**config.mk**
```make
export PLATFORM = sky130hd
export DESIGN_NAME = seg7_scan_mux
export DESIGN_NICKNAME = d
export VERILOG_FILES = /design/src/rtl/seg7_scan_mux.sv
export SDC_FILE = /design/constraint.sdc
export NUM_CORES = 1
export LEC_CHECK = 0
export CORE_ASPECT_RATIO = 0.5
export CORE_UTILIZATION = 45
export DETAILED_ROUTE_END_ITERATION = 7
export PLACE_DENSITY = 0.67
export SYNTH_ARGS = -nofsm -noshare
export SYNTH_HDL_FRONTEND = slang
export SYNTH_SLANG_ARGS = --single-unit
```
**constraint.sdc**
```tcl
create_clock -name clk -period 2.98 [get_ports clk]
set_clock_uncertainty 0.15 [all_clocks]
set_input_delay 0.298 -clock clk [delete_from_list [all_inputs] [get_ports clk]]
set_output_delay 0.298 -clock clk [all_outputs]
set_load 0.01 [all_outputs]
```
**src/rtl/seg7_scan_mux.sv**
```systemverilog
// seg7_scan_mux: four-digit time-multiplexed 7-segment scanner.
//   Accepts a 16-bit hex value plus four decimal points through a valid/ready
//   handshake into a pending buffer; the pending buffer is copied into the
//   active (displayed) buffer only at a frame boundary, so a frame never tears.
//   Each digit slot starts with BLANK_CYCLES cycles of all digits off.
//   Optional leading-zero blanking suppresses segments of leading zero digits.
// Ports:
//   clk, rst_n        clock, asynchronous active-low reset
//   in_value[15:0]    nibble k drives digit k (digit 0 rightmost)
//   in_dp[3:0]        decimal point per digit, active-high
//   in_valid/in_ready handshake; in_ready = pending buffer empty
//   lzb_en            leading-zero blanking enable
//   seg[6:0]          segments a..g, active-high, registered
//   dp                decimal point of the driven digit, registered
//   digit_en[3:0]     one-hot digit select (zero while blanking), registered
//   frame_tick        one-cycle pulse on the last cycle of slot 3
module seg7_scan_mux #(
  parameter int unsigned PRESCALE     = 10000,
  parameter int unsigned BLANK_CYCLES = 16
) (
  input  logic        clk,
  input  logic        rst_n,
  input  logic [15:0] in_value,
  input  logic [3:0]  in_dp,
  input  logic        in_valid,
  output logic        in_ready,
  input  logic        lzb_en,
  output logic [6:0]  seg,
  output logic        dp,
  output logic [3:0]  digit_en,
  output logic        frame_tick
);

  localparam int unsigned CW = (PRESCALE > 1) ? $clog2(PRESCALE) : 1;
  localparam logic [CW-1:0] CNT_LAST   = CW'(PRESCALE - 1);
  localparam logic [CW-1:0] BLANK_LAST = CW'(BLANK_CYCLES - 1);

  typedef enum logic {
    BLANK,
    DRIVE
  } phase_e;

  logic [CW-1:0] cnt_q, cnt_d;
  logic [1:0]    idx_q, idx_d;
  phase_e        phase_q, phase_d;

  logic [15:0]   pend_val_q, pend_val_d;
  logic [3:0]    pend_dp_q, pend_dp_d;
  logic          pend_full_q, pend_full_d;
  logic [15:0]   act_val_q, act_val_d;
  logic [3:0]    act_dp_q, act_dp_d;

  logic [6:0]    seg_q, seg_d;
  logic          dp_q, dp_d;
  logic [3:0]    digit_en_q, digit_en_d;
  logic          frame_tick_q, frame_tick_d;

  logic          slot_end;
  logic          frame_end;
  logic [15:0]   act_shift;
  logic          lz_blank;

  function automatic logic [6:0] hex2seg(input logic [3:0] h);
    logic [6:0] s;
    case (h)
      4'h0: s = 7'h3F;
      4'h1: s = 7'h06;
      4'h2: s = 7'h5B;
      4'h3: s = 7'h4F;
      4'h4: s = 7'h66;
      4'h5: s = 7'h6D;
      4'h6: s = 7'h7D;
      4'h7: s = 7'h07;
      4'h8: s = 7'h7F;
      4'h9: s = 7'h6F;
      4'hA: s = 7'h77;
      4'hB: s = 7'h7C;
      4'hC: s = 7'h39;
      4'hD: s = 7'h5E;
      4'hE: s = 7'h79;
      default: s = 7'h71;
    endcase
    return s;
  endfunction

  // Slot counter, digit index and phase FSM
  always_comb begin
    slot_end  = (cnt_q == CNT_LAST);
    frame_end = slot_end && (idx_q == 2'd3);
    cnt_d     = slot_end ? '0 : cnt_q + CW'(1);
    idx_d     = slot_end ? idx_q + 2'd1 : idx_q;
    phase_d   = phase_q;
    if (slot_end) begin
      phase_d = BLANK;
    end else if (cnt_q == BLANK_LAST) begin
      phase_d = DRIVE;
    end
  end

  // Double buffer. Accept and transfer never coincide: accept needs pending
  // empty, transfer needs pending full, so a collision just lands in pending.
  always_comb begin
    pend_val_d  = pend_val_q;
    pend_dp_d   = pend_dp_q;
    pend_full_d = pend_full_q;
    act_val_d   = act_val_q;
    act_dp_d    = act_dp_q;
    if (in_valid && !pend_full_q) begin
      pend_val_d  = in_value;
      pend_dp_d   = in_dp;
      pend_full_d = 1'b1;
    end else if (frame_end && pend_full_q) begin
      act_val_d   = pend_val_q;
      act_dp_d    = pend_dp_q;
      pend_full_d = 1'b0;
    end
  end

  // Outputs are computed from next-state so the registered outputs line up
  // with the phase the counter has just decided on.
  always_comb begin
    act_shift    = act_val_q >> {idx_d, 2'b00};
    // After the shift, upper nibbles are zero-filled, so all-zero means
    // nibbles idx..3 are zero.
    lz_blank     = lzb_en && (idx_d != 2'd0) && (act_shift == '0);
    seg_d        = '0;
    dp_d         = 1'b0;
    digit_en_d   = '0;
    if (phase_d == DRIVE) begin
      digit_en_d = 4'b0001 << idx_d;
      dp_d       = act_dp_q[idx_d];
      seg_d      = lz_blank ? '0 : hex2seg(act_shift[3:0]);
    end
    frame_tick_d = (idx_d == 2'd3) && (cnt_d == CNT_LAST);
  end

  always_ff @(posedge clk or negedge rst_n) begin
    if (!rst_n) begin
      cnt_q        <= '0;
      idx_q        <= '0;
      phase_q      <= BLANK;
      pend_val_q   <= '0;
      pend_dp_q    <= '0;
      pend_full_q  <= 1'b0;
      act_val_q    <= '0;
      act_dp_q     <= '0;
      seg_q        <= '0;
      dp_q         <= 1'b0;
      digit_en_q   <= '0;
      frame_tick_q <= 1'b0;
    end else begin
      cnt_q        <= cnt_d;
      idx_q        <= idx_d;
      phase_q      <= phase_d;
      pend_val_q   <= pend_val_d;
      pend_dp_q    <= pend_dp_d;
      pend_full_q  <= pend_full_d;
      act_val_q    <= act_val_d;
      act_dp_q     <= act_dp_d;
      seg_q        <= seg_d;
      dp_q         <= dp_d;
      digit_en_q   <= digit_en_d;
      frame_tick_q <= frame_tick_d;
    end
  end

  assign in_ready   = !pend_full_q;
  assign seg        = seg_q;
  assign dp         = dp_q;
  assign digit_en   = digit_en_q;
  assign frame_tick = frame_tick_q;

endmodule

```
# Word-level counts from Yosys, hierarchy flattened
# Memory sizes are Yosys's and may differ from the RTL's.
# Index checks and enable logic that the tools add are counted.
[totals]
reg_bits = 71
latch_bits = 0
ramBits = 0
mem_bits_ro = 112
inputBits = 24
output_inout_bits = 14
wordCells = 47
mem_count = 1
[memory_table]
columns = ["name", "depth", "width", "rd", "rd_clocked_by_memory_dff", "wr", "line", "source"]
rows = [
  ["(no name shown)", 16, 7, 1, 0, 0, "65", "case (h)"],
]
[op_classes]
add_sub_neg = 2
multipliers = 0
n_div = 0
magnitude_cmp = 1
eq_ne = 5
shift = 2
mux = 12
n_bitwise = 1
reduce_logical = 11
[op_table]
columns = ["cell", "n"]
rows = [
  ["14-bit == test, second input constant", 2],
  ["16-bit zero test", 1],
  ["16-bit by 4-bit right shift with 16-bit output", 1],
  ["14-bit by 1-bit adder with 14-bit output, second input constant", 1],
  ["14-bit by 4-bit == test with 1-bit output, second input constant", 1],
  ["14-bit two-way mux", 1],
  ["7-bit two-way mux", 2],
  ["1-bit logical AND", 6],
  ["1-bit two-way mux", 6],
  ["2-bit == test, second input constant", 2],
  ["4-bit two-way mux", 1],
  ["2-bit nonzero test", 2],
  ["1-bit by 2-bit left shift with 4-bit output, first input constant", 1],
  ["2-bit by 3-bit less-than comparator with 1-bit output, second input constant", 1],
  ["2-bit by 1-bit adder with 2-bit output, second input constant", 1],
  ["1-bit binary-select mux with 2-bit select", 1],
  ["2-bit two-way mux", 1],
  ["2-bit AND reduction", 1],
  ["1-bit zero test", 1],
  ["1-bit inverter", 1],
]

# Depth between registers and ports, before layout
# Gate-level depths: netlist (run 1).
[logic_depth]
depth_word = 7
ltp_mapped = 11
ltp_nobuf = 10

# Worst setup path after synthesis (run 1)
# Ideal clock, no wire load.
[synth_timing]
path_type = "reg2reg"
start = "register cnt_q[11]"
end = "register seg_q[4] (netlist: seg[4])"
setup_time_ns = 0.159
arrival_ns = 2.749
required_time_ns = 2.671
slack_ns = -0.077
stages_incl_launch_ff = 11
n_path_buf = 1
period_less_slack_ns = 3.057
cell_sequence = "dfrtp_1 -> or4_4 -> nor4_4 -> buf_6 -> mux2i_1 -> ha_1 -> nand2_1 -> a21oi_1 -> mux2i_1 -> o21ai_2 -> a221oi_1"
[synth_between]
elab_chain_len = 7
elab_cells_between_ends = 13
cone_classes = "2 x eq/ne; 1 x shift; 5 x mux; 4 x reduce/logical; 1 x memory"
[synth_rtl]
columns = ["item", "line", "source"]
rows = [
  ["start, declared", "43", "logic [CW-1:0] cnt_q, cnt_d;"],
  ["start signal, assigned", "152", "cnt_q <= cnt_d;"],
  ["parallel branches: the longest is 6 deep, another holds memory 16 x 7 bit", "--", ""],
  ["7-bit two-way mux *", "129", "if (phase_d == DRIVE) begin"],
  ["net seg_d[4]", "53", "logic [6:0] seg_q, seg_d;"],
  ["end signal, assigned", "160", "seg_q <= seg_d;"],
  ["end, declared", "53", ""],
]
# Mark *: on every way through the listed nets, which the timed path passes.
# A chain may end at the register's enable or synchronous reset.

# Worst setup path after layout (run 1)
# Ends and elaborated chain as after synthesis.

==> results of run 1 <==
## repair_timing
item,4_1_cts,5_1_grt
hold endpoints to repair,22,0
hold buffers,1,0
setup endpoints to repair,0,6
gates resized for setup,0,1
## worst min path at each step
stage                  start            end  slack [ns]  cells past startpoint
3_5_place_dp           rst_n       cnt_q[8]        0.16                      1
3_3_place_gp           rst_n       cnt_q[9]        0.15                      1
5_1_grt        pend_val_q[7]  pend_val_q[7]        0.38                      1
6_report               rst_n       cnt_q[7]        0.33                      2
2_1_floorplan          rst_n    act_dp_q[0]       -0.15                      0
4_1_cts                rst_n     frame_tick        0.34                      2
## layout make-up
cell class | instances | area, µm²
clock inverter | 3 | 18.77
clock buffer | 12 | 256.5
sequential | 71 | 1777
timing repair buffer | 55 | 515.5
fill | 611 | 3090
multi-input combinational | 171 | 1530
inverter | 11 | 41.29
tap | 96 | 120.1
## where the power goes
group          switching [mW]  internal [mW]
Sequential             0.0163          0.997
Clock                   0.372          0.601
Combinational          0.0297         0.0509
Total                   0.418           1.65
## flip-flops by register name (all words and copies together) (netlist names)
| register | cells |
|---|---|
| act_dp_q | 4 |
| pend_val_q | 16 |
| seg | 7 |
| digit_en | 4 |
| cnt_q | 14 |
| dp | 1 |
| idx_q | 2 |
| act_val_q | 16 |
| frame_tick | 1 |
| phase_q | 1 |
| pend_dp_q | 4 |
| pend_full_q | 1 |
## kinds of logic (layout without fill, tap and decap cells)
group	count (synthesis)	count (layout)	synth area share
flip-flops	71	71	0.5188
AND/OR/NAND/NOR	67	67	0.1074
multiplexers	60	60	0.2232
buffers and inverters	25	81	0.03690
AO/OA/AOI/OAI	24	24	0.04823
XOR/XNOR	12	12	0.03617
adder cells (fa/ha/maj)	8	8	0.02923
## cell usage after synthesis (3+ instances only)
master	number	area, µm²
nor3_1	6	30.03
a21oi_1	5	25.02
ha_1	8	100.1
xor2_1	7	61.31
mux4_2	9	202.7
nand3_1	11	55.05
xnor2_1	4	35.03
buf_6	4	45.04
a221oi_1	3	26.28
dfrtp_1	71	1777
mux2i_1	10	100.1
nor2_1	18	67.56
o21ai_0	4	20.02
mux2_2	41	461.7
nand2_1	9	33.78
inv_1	11	41.29
nor2b_1	4	25.02
clkbuf_1	7	26.28
nand4_1	4	25.02
## critical path: cells and delay by family (launching register included)
family / cells / cell delay, ns
compound gates: 2 / 0.37
buf+inv: 2 / 0.43
flops: 1 / 0.41
simple gates: 3 / 1.00
mux: 1 / 0.25
## routing by layer
metal  vias to the layer above  global-route usage  share of wire
met1                      1113              0.2454           0.47
met5                         -                   0              0
met4                         0             0.07774          0.018
met3                        11             0.06117          0.048
li1                       1071                   -              -
met2                        50              0.2940           0.46
==> results.yml, run 1 <==
status:
  status: "completed"
clock_network:
  clock_sinks: 71
  cts_buffers: 9
  path_clk_slew_ns: 0.05
  clk_latency_ns: 0.34
  h-tree-depth: 3
  clock_path_buffers: 2
  root_buffer: "clkbuf_16"
  cts_setup_buffers: 0
  tritoncts: "done"
worst_setup_path:
  crit_start: "cnt_q[11]"
  r2r_cells: 8
  cp-start-kind: "flop"
  crit_slowest_cell: "or4_4"
  cpMostUsedCell: "buf_4"
  timing.rr.end: "seg[4]"
  cp_cell_sequence: "or4_4 > nor4_4 > buf_4 > mux2i_1 > buf_4 > nand2_1 > o21ai_2 > a221oi_1"
  crit_required_ns: 3.03
  critPathMaxStageDelay_ns: 0.59
  cp-endpoint: "seg[4]"
  crit_type: "reg -> reg"
  crit_path_end_kind: "flop"
  cp_max_fo: 10
  r2r_slack_ns: 0.23
  critPathArrivalTime_ns: 2.79
  r2r-start: "cnt_q[11]"
route:
  ant_nets: 0
  wl_um: 6392
  firstDrtPassIters: 6
  drc: 0
  vias_per_cell: 5.358
  vias: 2245
  wl_per_cell_um: 15.26
  drt_iter0_markers: 158
yosys:
  avgSynthCellArea_um2: 12.83
  synth.distinct_cells: 43
  yosysWarnings: 0
  synth_seq_cells: 71
  synth_edf_count: 0
  synth_cells: 267
  synth_seq_area_share: 0.5188
  synth_flop_cell: "dfrtp_1"
  synth_fp_nets: 299
  synth-async-reset-ratio: 1.000
  synth_area_um2: 3425
timing:
  drv_slew: 0
  relSlewSlack: 0.5276
  setup_ws_ns: 0.2330
  clock.fmax_mhz: 364.0
  tightest_slew_ns: 0.7022
  finalSetupViolCount: 0
  fin_crit_sh: 0.9218
  whs_ns: 0.3307
  hold_viol_final: 0
  rsz0062_at_grt: "no"
  min_period_ns: 2.747
  tns_ns: 0
cells_and_area:
  mostFrequentLayoutCell: "dfrtp_1"
  nNetsFinal: 351
  final_cells: 419
  final_cell_mix: "dfrtp_1, mux2_2, clkdlybuf4s50_1"
  drive_gt1_frac: 0.2786
  fin_area_um2: 4259
  final_util: 0.5795
  areaGrowthSynthToFinish_pct: 24.37
  insertedDiodeCount: 0
place:
  dp_hpwl_um: 4770
  port_buffers: 37
  dpl-instance-area_um2: 3969
  dpl.cell_count: 403
  post-place-ws_ns: 0.1096
  gp_congestion: 0.8201
job:
  maxCapViolCount: 0
grt:
  grt_pass1_wl_um: 11260
  antenna_found_initial: 0
  grt-ovfl-total: 0
  grt_use_total: 0.1889
  grt_pass1_vias: 2316
  grt_max_degree: 27
pwr:
  p_total_mw: 2.067
  leakage_nw: 1.931
  powerDensity_nw_per_um2: 485.2
  vdd.ir_drop.worst_mv: 0.3242
floorplanning:
  core_um2: 7350
  rows: 22
  die_h_um: 63.69
  io_pins: 38
  initial_core_util: 0.4660
  die_area_um2: 7984
  dieWidth_um: 125.4
min_path:
  hold_class: "in -> async"
Note: power is estimated with default switching activity, not from simulation.
==> run 2: changes to the inputs <==
Settings changed: CORE_UTILIZATION 45 to 40, PLACE_DENSITY 0.67 to 0.6.
Clock period 2.98 ns to 2.2 ns, I/O delays scaled along.
==> results.yml, run 2 (synthesis results as in run 1) <==
pwr:
  p_sw_mw: 0.5586
  p_int_mw: 2.230
  leakage_nw: 2.139
  pwr-share-comb: 0.040
  pwr-share-clk: 0.468
  p_sw_frac: 0.2003
  p_total_mw: 2.789
  p_seq_frac: 0.491
  powerDensity_nw_per_um2: 590.7
  vdd.ir_drop.worst_mv: 0.4441
worst_setup_path:
  r2r-start: "cnt_q[11]"
  r2r_cells: 11
  cp_max_fo: 6
  crit_type: "reg -> reg"
  crit_path_end_kind: "flop"
  crit_required_ns: 2.25
  timing.rr.end: "seg[4]"
  r2r_slack_ns: -0.42
  cp-start-kind: "flop"
  critPathArrivalTime_ns: 2.67
clock_network:
  root_buffer: "clkbuf_16"
  clock_sinks: 71
  tritoncts: "done"
  h-tree-depth: 3
  cts_buffers: 9
  path_clk_slew_ns: 0.05
  clock_path_buffers: 2
  clk_latency_ns: 0.33
timing:
  tns_ns: -10.73
  tightest_slew_ns: 0.3746
  min_period_ns: 2.622
  hold_viol_final: 0
  drv_slew: 0
  finalSetupViolCount: 34
  clock.fmax_mhz: 381.3
  setup_ws_ns: -0.4224
  fin_crit_sh: 1.192
  whs_ns: 0.2901
  rsz0062_at_grt: "yes"
  relSlewSlack: 0.7484
cells_and_area:
  areaGrowthSynthToFinish_pct: 37.89
  insertedDiodeCount: 0
  mostFrequentLayoutCell: "dfrtp_1"
  nNetsFinal: 389
  final_cell_mix: "dfrtp_1, buf_4, mux2_2"
  drive_gt1_frac: 0.4028
  top_regs: "act_val_q (16), pend_val_q (16), cnt_q (14)"
route:
  wl_um: 7271
  dr_wl_met3_um: 225
  wl_met1_um: 3610
  vias_per_cell: 5.017
  firstDrtPassIters: 4
  wl_per_cell_um: 15.40
  dr.max_layer_used: "met4"
  vias: 2368
  drc: 0
  wl_met2_um: 3316
  ant_nets: 0
  drt_iter0_markers: 152
grt:
  antenna_found_initial: 0
  grt_max_degree: 72
  grt-ovfl-total: 0
  grt_use_total: 0.1859
  grt_pass1_wl_um: 12140
  grt_pass1_vias: 2442
place:
  gp_congestion: 0.8582
  dp_hpwl_um: 5163
  port_buffers: 37
  post-place-ws_ns: -0.4901
floorplanning:
  rows: 23
  io_pins: 38
  initial_core_util: 0.4205
  dieWidth_um: 132.9
  core_um2: 8144
  die_area_um2: 8958
  die_h_um: 67.43
status:
  violations: "setup timing"
  status: "finished, violations left"
min_path:
  hold_class: "in -> async"
job:
  maxCapViolCount: 0
-- run 2: final cells by class --
| cell class | count | area (µm²) |
|---|---|---|
| fill | 655 | 3422 |
| sequential | 71 | 1777 |
| multi-input combinational | 171 | 1638 |
| timing repair buffer | 93 | 860.8 |
| clock buffer | 13 | 260.3 |
| tap | 112 | 140.1 |
| inverter | 11 | 41.29 |
| clock inverter | 1 | 5.005 |
-- run 2: worst max path at each step --
stage | from | to
after floorplan | cnt_q[11] | seg[4]
after global placement | cnt_q[11] | seg[4]
after detailed placement | cnt_q[11] | seg[4]
after CTS | cnt_q[11] | seg[4]
after global routing | cnt_q[11] | seg[4]
final | cnt_q[11] | seg[4]
-- run 2: timing repair --
action	4_1_cts	5_1_grt
cloned	1	0
setup buffers	6	2
endpoints found under the hold margin	71	0
endpoints found under the setup margin	36	35
pin swaps	6	7
hold buffers	1	0
resized for setup	24	4
-- run 2: through the flow --
| step | util | cells | instance area, µm² |
|---|---|---|---|
| floorplan | - | 267 | 3450 |
| global placement | 0.5207 | 448 | 4240 |
| detailed placement | 0.5207 | 448 | 4240 |
| finish | 0.5798 | 472 | 4722 |
| global route | 0.5798 | 472 | 4722 |
| CTS | 0.5761 | 470 | 4692 |
-- run 2: layer usage --
metal  GRT usage  vias to the layer above
li1            -                     1147
met1      0.2378                     1179
met2      0.3010                       31
met3     0.05556                       11
met4     0.07615                        0
met5           0                        -
-- run 2: critical path: stages (launching register included) --
cell	delay (ns)
dfrtp_1	0.37
or4_4	0.55
nor4_4	0.15
buf_6	0.17
mux2i_4	0.25
ha_2	0.22
nand2_2	0.07
a21oi_2	0.12
mux2i_2	0.10
o21ai_2	0.14
buf_6	0.15
a221oi_2	0.04
-- run 2: power groups by stage --
| stage | Combinational [mW] | Sequential, mW | Clock [mW] |
|---|---|---|---|
| 3_5_place_dp | 0.113 | 1.39 | 0 |
| 4_1_cts | 0.116 | 1.37 | 1.34 |
| 6_report | 0.112 | 1.37 | 1.31 |
| 2_1_floorplan | 0.0385 | 1.39 | 0 |
| 5_1_grt | 0.125 | 1.38 | 1.40 |
| 3_3_place_gp | 0.108 | 1.39 | 0 |
